$ cat config.mk
export PLATFORM = sky130hd
export DESIGN_NAME = mult_job_dispatcher
export DESIGN_NICKNAME = d
export VERILOG_FILES = /design/src/rtl/mult_job_dispatcher.sv
export SDC_FILE = /design/constraint.sdc
export NUM_CORES = 1
export LEC_CHECK = 0
export CAP_MARGIN = 20
export CORE_ASPECT_RATIO = 2
export CORE_MARGIN = 2
export CORE_UTILIZATION = 35
export CTS_CLUSTER_SIZE = 8
export DETAILED_ROUTE_END_ITERATION = 12
export PLACE_DENSITY = 0.61
export SLEW_MARGIN = 20
export SYNTH_ARGS = -nofsm -noshare
export SYNTH_HDL_FRONTEND = slang
export SYNTH_SLANG_ARGS = --single-unit
$ cat constraint.sdc
create_clock -name clk -period 2.1 [get_ports clk]
set_input_delay 0.21 -clock clk [delete_from_list [all_inputs] [get_ports clk]]
set_output_delay 0.21 -clock clk [all_outputs]
set_load 0.05 [all_outputs]
$ cat src/rtl/mult_job_dispatcher.sv
// mult_job_dispatcher
// Feeds a sequential shift-add multiplier one job at a time. Operand pairs queue up in a
// small FIFO. A five-state controller pops the head, pulses mult_start for one cycle, and
// waits for the multiplier's ready flag to fall and then rise. It then captures the 2W-bit
// product into a valid/ready output register. Products leave in the order the operands
// were accepted.
// Optional feature: define MJD_ACCUMULATE_EN to add acc_clr/acc_sum, a running sum of
// every delivered product (modulo 2^ACC_W).
// Output handshake: a product transfers on any rising edge where out_valid && out_ready.
// While out_valid is high and out_ready is low, out_valid and out_product are frozen.
module mult_job_dispatcher #(
    parameter int W     = 8,
    parameter int DEPTH = 4
`ifdef MJD_ACCUMULATE_EN
    ,
    parameter int ACC_W = 24
`endif
) (
    input  logic             clk,
    input  logic             rst,
    input  logic             in_valid,
    output logic             in_ready,
    input  logic [W-1:0]     in_a,
    input  logic [W-1:0]     in_b,
    output logic             mult_start,
    output logic [W-1:0]     mult_a,
    output logic [W-1:0]     mult_b,
    input  logic             mult_ready,
    input  logic [2*W-1:0]   mult_product,
    output logic             out_valid,
    input  logic             out_ready,
    output logic [2*W-1:0]   out_product,
    output logic             busy
`ifdef MJD_ACCUMULATE_EN
    ,
    input  logic             acc_clr,
    output logic [ACC_W-1:0] acc_sum
`endif
);

    localparam int PTR_W = $clog2(DEPTH);
    localparam int CNT_W = PTR_W + 1;

    typedef enum logic [2:0] {
        ST_IDLE      = 3'd0,
        ST_START     = 3'd1,
        ST_WAIT_LOW  = 3'd2,
        ST_WAIT_HIGH = 3'd3,
        ST_DRAIN     = 3'd4
    } state_t;

    state_t             state_q, state_d;
    logic [W-1:0]       mem_a_q [DEPTH];
    logic [W-1:0]       mem_a_d [DEPTH];
    logic [W-1:0]       mem_b_q [DEPTH];
    logic [W-1:0]       mem_b_d [DEPTH];
    logic [PTR_W-1:0]   wr_ptr_q, wr_ptr_d;
    logic [PTR_W-1:0]   rd_ptr_q, rd_ptr_d;
    logic [CNT_W-1:0]   count_q, count_d;
    logic [W-1:0]       mult_a_q, mult_a_d;
    logic [W-1:0]       mult_b_q, mult_b_d;
    logic               out_valid_q, out_valid_d;
    logic [2*W-1:0]     out_product_q, out_product_d;

    logic               push;
    logic               pop;
    logic               capture;
    logic               deliver;
    logic               fifo_empty;

    // in_ready comes from the registered count only, so a pop while full does not free a slot until next cycle
    assign fifo_empty = (count_q == '0);
    assign in_ready   = (count_q != CNT_W'(DEPTH));
    assign push       = in_valid && in_ready;
    assign capture    = (state_q == ST_WAIT_HIGH) && mult_ready;
    assign deliver    = out_valid_q && out_ready;

    assign mult_a      = mult_a_q;
    assign mult_b      = mult_b_q;
    assign out_valid   = out_valid_q;
    assign out_product = out_product_q;

    // State register and all datapath flops, synchronous active-high reset
    always_ff @(posedge clk) begin
        if (rst) begin
            state_q       <= ST_IDLE;
            wr_ptr_q      <= '0;
            rd_ptr_q      <= '0;
            count_q       <= '0;
            mult_a_q      <= '0;
            mult_b_q      <= '0;
            out_valid_q   <= 1'b0;
            out_product_q <= '0;
            for (int i = 0; i < DEPTH; i++) begin
                mem_a_q[i] <= '0;
                mem_b_q[i] <= '0;
            end
        end else begin
            state_q       <= state_d;
            wr_ptr_q      <= wr_ptr_d;
            rd_ptr_q      <= rd_ptr_d;
            count_q       <= count_d;
            mult_a_q      <= mult_a_d;
            mult_b_q      <= mult_b_d;
            out_valid_q   <= out_valid_d;
            out_product_q <= out_product_d;
            for (int i = 0; i < DEPTH; i++) begin
                mem_a_q[i] <= mem_a_d[i];
                mem_b_q[i] <= mem_b_d[i];
            end
        end
    end

    // Next-state logic; a pop is only issued from IDLE when the multiplier reports idle
    always_comb begin
        state_d = state_q;
        pop     = 1'b0;
        case (state_q)
            ST_IDLE: begin
                if (!fifo_empty && mult_ready) begin
                    pop     = 1'b1;
                    state_d = ST_START;
                end
            end
            ST_START:     state_d = ST_WAIT_LOW;
            ST_WAIT_LOW:  if (!mult_ready) state_d = ST_WAIT_HIGH;
            ST_WAIT_HIGH: if (mult_ready) state_d = ST_DRAIN;
            ST_DRAIN:     if (deliver) state_d = ST_IDLE;
            default:      state_d = ST_IDLE;
        endcase
    end

    // State-decoded outputs; start lasts exactly one cycle because START always advances
    always_comb begin
        mult_start = (state_q == ST_START);
        busy       = (state_q != ST_IDLE) || !fifo_empty;
    end

    // FIFO storage, pointers and occupancy; pointers wrap naturally at DEPTH (power of two)
    always_comb begin
        for (int i = 0; i < DEPTH; i++) begin
            mem_a_d[i] = mem_a_q[i];
            mem_b_d[i] = mem_b_q[i];
        end
        wr_ptr_d = wr_ptr_q;
        rd_ptr_d = rd_ptr_q;
        count_d  = count_q;
        if (push) begin
            mem_a_d[wr_ptr_q] = in_a;
            mem_b_d[wr_ptr_q] = in_b;
            wr_ptr_d          = wr_ptr_q + PTR_W'(1);
        end
        if (pop) begin
            rd_ptr_d = rd_ptr_q + PTR_W'(1);
        end
        if (push && !pop) begin
            count_d = count_q + CNT_W'(1);
        end else if (pop && !push) begin
            count_d = count_q - CNT_W'(1);
        end
    end

    // Operand hold registers (change only on pop) and the product output register
    always_comb begin
        mult_a_d      = mult_a_q;
        mult_b_d      = mult_b_q;
        out_valid_d   = out_valid_q;
        out_product_d = out_product_q;
        if (pop) begin
            mult_a_d = mem_a_q[rd_ptr_q];
            mult_b_d = mem_b_q[rd_ptr_q];
        end
        if (capture) begin
            out_valid_d   = 1'b1;
            out_product_d = mult_product;
        end else if (deliver) begin
            out_valid_d = 1'b0;
        end
    end

`ifdef MJD_ACCUMULATE_EN
    logic [ACC_W-1:0] acc_sum_q, acc_sum_d;
    logic [ACC_W-1:0] delivered_ext;

    assign delivered_ext = ACC_W'(out_product_q);
    assign acc_sum       = acc_sum_q;

    // Running sum of delivered products; a clear coinciding with a delivery restarts at that product
    always_comb begin
        acc_sum_d = acc_sum_q;
        if (acc_clr && deliver) begin
            acc_sum_d = delivered_ext;
        end else if (acc_clr) begin
            acc_sum_d = '0;
        end else if (deliver) begin
            acc_sum_d = acc_sum_q + delivered_ext;
        end
    end

    // Accumulator register
    always_ff @(posedge clk) begin
        if (rst) begin
            acc_sum_q <= '0;
        end else begin
            acc_sum_q <= acc_sum_d;
        end
    end
`endif

endmodule

==> flow_summary.yaml <==
setup_path:
  crit_fanout: 2
  cp_data_arrival_time_ns: 2.38
  critical_path.max_stage_delay_ns: 0.41
  worstPathRequired_ns: 2.38
  cp_num_buf_inv: 1
  critPathLaunchType: "register"
  cp_cell_sequence: "or3_4, nand2_4, ha_4, inv_2, fa_2, xor2_2, or3_4, a21oi_2"
  cp_common_cell: "or3_4"
  path_delay_family: "simple AND/OR/NAND/NOR gates"
  r2r_slack_ns: -0.0004
  cp-end-kind: "register"
  crit_type: "register to register"
  critical_path.slowest_cell: "or3_4"
sta:
  hold_slack_ns: 0.323
  rsz0062_at_grt: "yes"
  slew_headroom_pct: 57.0
  setup_viol: 1
  finalCriticalPeriod_ns: 2.10
  fmax_ghz: 0.476
  hold_viol: 0
  setup_slack_ns: -0.000442
  slew_violations: 0
  clock_skew_ns: 0.00794
  finalCritPeriodShare_pct: 100
  worstMarginPinSlew_ns: 0.644
power_and_ir_drop:
  power_leakage_uw: 0.00244
  max-vdd-ir-drop_v: 0.000945
  power-per-cell-area_mw_per_mm2: 988
routing:
  drc_errors: 0
  routedWlPerCell_um: 15.6
  routed-via-count: 3500
  totalWireLength_um: 10800
  avgViaCountPerCell: 5.03
  drtPass1Iterations: 4
  drtAntennaViolNets: 0
  drtIter0Drc: 113
place:
  portBuffers: 72
  pre_cts_ws_ns: -0.196
  dp.cells: 677
  place.gp.congestion: 0.767
  dp_hpwl_um: 7690
die:
  io_pins: 73
  die_y_um: 167
  core_sq_mm: 0.0130
  start_util_pct: 35.9
  num_rows: 59
  dieWidth_um: 85.6
  dieArea_sq_mm: 0.0143
clock_network:
  clockBufferDepth: 2
  cts_hold_buf: 0
  cts_tree: "done"
  root_buffer: "clkbuf_16"
  cts_max_level: 3
  clk_pin_slew_ns: 0.07
  clkLatencyLatePin_ns: 0.35
  cts_inserted_buffers: 9
  cts.sinks: 107
global_routing:
  antenna_found_initial: 0
  grt.overflow.total: 0
  grt_pass1_vias: 3655
  grt_pass1_wl_um: 18000
  grt_max_degree: 50
  grt_usage_pct: 15.7
finish:
  layout.cells.non_filler: 696
  syn2layout_area_growth_pct: 29.5
  fin_util_pct: 46.5
  multi_input_area_sq_mm: 0.00240
  seqCellArea_sq_mm: 0.00215
  n_fill_cell: 1229
  nets: 582
  antenna_cells: 0
  layout-drive-gt1-share_pct: 16.0
synth:
  syn_avg_cell_area_sq_um: 10.2
  yosys-top-cells-area: "dfxtp_1 (46%), mux2i_1 (14%), nand2b_1 (11%), mux4_2 (7.7%), a21oi_1 (4.2%)"
  syn-instance-count: 457
  synth_compound_area_share_pct: 6.33
  yosys.area_share.simple_pct: 20.0
  syn_area_sq_mm: 0.00466
  synth_seq_area_share_pct: 45.9
  yosysWarningCount: 0
  ys_types: 33
  synth-xor-area-share_pct: 0.376
  syn_nets: 500
  ys_seq_elements: 107
  synth_top_area_share_pct: 45.9
  synth_top_family_by_area: "multiplexers"
  synth_area_leader_cell: "dfxtp_1"
  synth_fa_ha_area_share_pct: 1.77
  synthMuxAreaShare_pct: 21.9
outcome:
  violations: "setup timing"
  status: "finished with violations"
job:
  maxCapViolCount: 0
min_path:
  min_path_type: "input port to register"
## synthesized netlist by cell type, drive strengths merged
cell type and count:
dfxtp 107, nand2b 81, mux2i 65, a21oi 39
nand2 35, nand3 24, clkbuf 23, o21ai 20
mux4 16, buf 11, nor2 6, ha 5
inv 5, and3 3, or3 3, nor3b 2
xor2 2, and4b 1, fa 1, mux2 1
nand3b 1, nand4b 1, nor2b 1, nor3 1
nor4 1, nor4b 1, or4b 1
## cells by family (layout without fill, tap and decap cells)
family / Yosys count / after routing
AOI/OAI and AO/OA: 59 / 59
xor gates and xnor gates: 2 / 2
adders and majority gates: 6 / 6
buffers and inverters: 39 / 126
DFF: 107 / 107
muxes: 82 / 82
and+or+nand+nor: 162 / 162
## report_power, final
| part | internal, uW | leakage, uW | switching [uW] |
|---|---|---|---|
| clock | 885 | 0.000147 | 777 |
| combinational | 883 | 0.00143 | 1100 |
| sequential | 2210 | 0.000869 | 107 |
| total | 3980 | 0.00244 | 1990 |
## area by class of cell
class                      count  area share, %
multi-input combinational    311           39.8
clock inverter                 5          0.725
inverter                       5          0.311
timing repair buffer         105           16.3
sequential                   107           35.6
clock buffer                  11           4.19
tap                          152           3.15
## worst paths after layout
path | endpoint | from | depth (start not counted)
worst min register to register | out_product[8]$_SDFFE_PP0P_ | out_product[8]$_SDFFE_PP0P_ | 2
worst min-delay path | wr_ptr_q[1]$_SDFFE_PP0P_ | rst | 2
worst max-delay path | count_q[2]$_SDFFE_PP0P_ | count_q[0]$_SDFFE_PP0P_ | 8
worst max register to register | count_q[2]$_SDFFE_PP0P_ | count_q[0]$_SDFFE_PP0P_ | 8
## metal layers
layer	wire length (um)	part of all wire, %	GRT usage (%)	vias up
met5	0	0	0	-
met4	204	1.9	6.35	0
met3	363	3.4	2.71	13
met2	5980	55	29.3	61
met1	4280	39	17.1	1698
li1	-	-	-	1728
## worst reg2reg max path: stages, from the launching register on
cell	delay (ns)
dfxtp_2	0.32
or3_4	0.41
nand2_4	0.10
ha_4	0.14
inv_2	0.04
fa_2	0.36
xor2_2	0.16
or3_4	0.39
a21oi_2	0.12
## stage by stage
| step | area, sq um | total power [uW] | setup TNS [ns] |
|---|---|---|---|
| 2_1_floorplan | 4680 | 3590 | 0 |
| 3_3_place_gp | 5670 | 4150 | -0.113 |
| 3_5_place_dp | 5670 | 4210 | -0.223 |
| 4_1_cts | 5970 | 5880 | 0 |
| 5_1_grt | 6040 | 6270 | -0.0526 |
| 6_report | 6040 | 5960 | -0.000442 |
## cells in the final DEF, fill, tap and decap left out, types with 4 or more instances in the layout
| cell type | n |
|---|---|
| clkbuf_16 | 9 |
| clkdlybuf4s50_1 | 68 |
| mux4_2 | 16 |
| ha_1 | 4 |
| buf_4 | 32 |
| nand2b_1 | 81 |
| dfxtp_1 | 103 |
| nand3_1 | 22 |
| a21oi_1 | 38 |
| o21ai_0 | 16 |
| nor2_1 | 5 |
| nand2_1 | 34 |
| mux2i_1 | 65 |
| o21ai_1 | 4 |
| dfxtp_2 | 4 |
## flip-flops by register name, summed over array words and instances (netlist names), 3 cells and up
name / count
state_q: 3
mem_b_q: 32
out_product: 16
mult_b: 8
mem_a_q: 32
count_q: 3
mult_a: 8
## repair_timing
action                                  4_1_cts  5_1_grt
endpoints found under the setup margin        3        1
pin swaps                                     0        8
hold endpoints to repair                      0        0
buffers inserted                              0        3
resized for setup                             3       10
(Power assumes the default switching activity.)
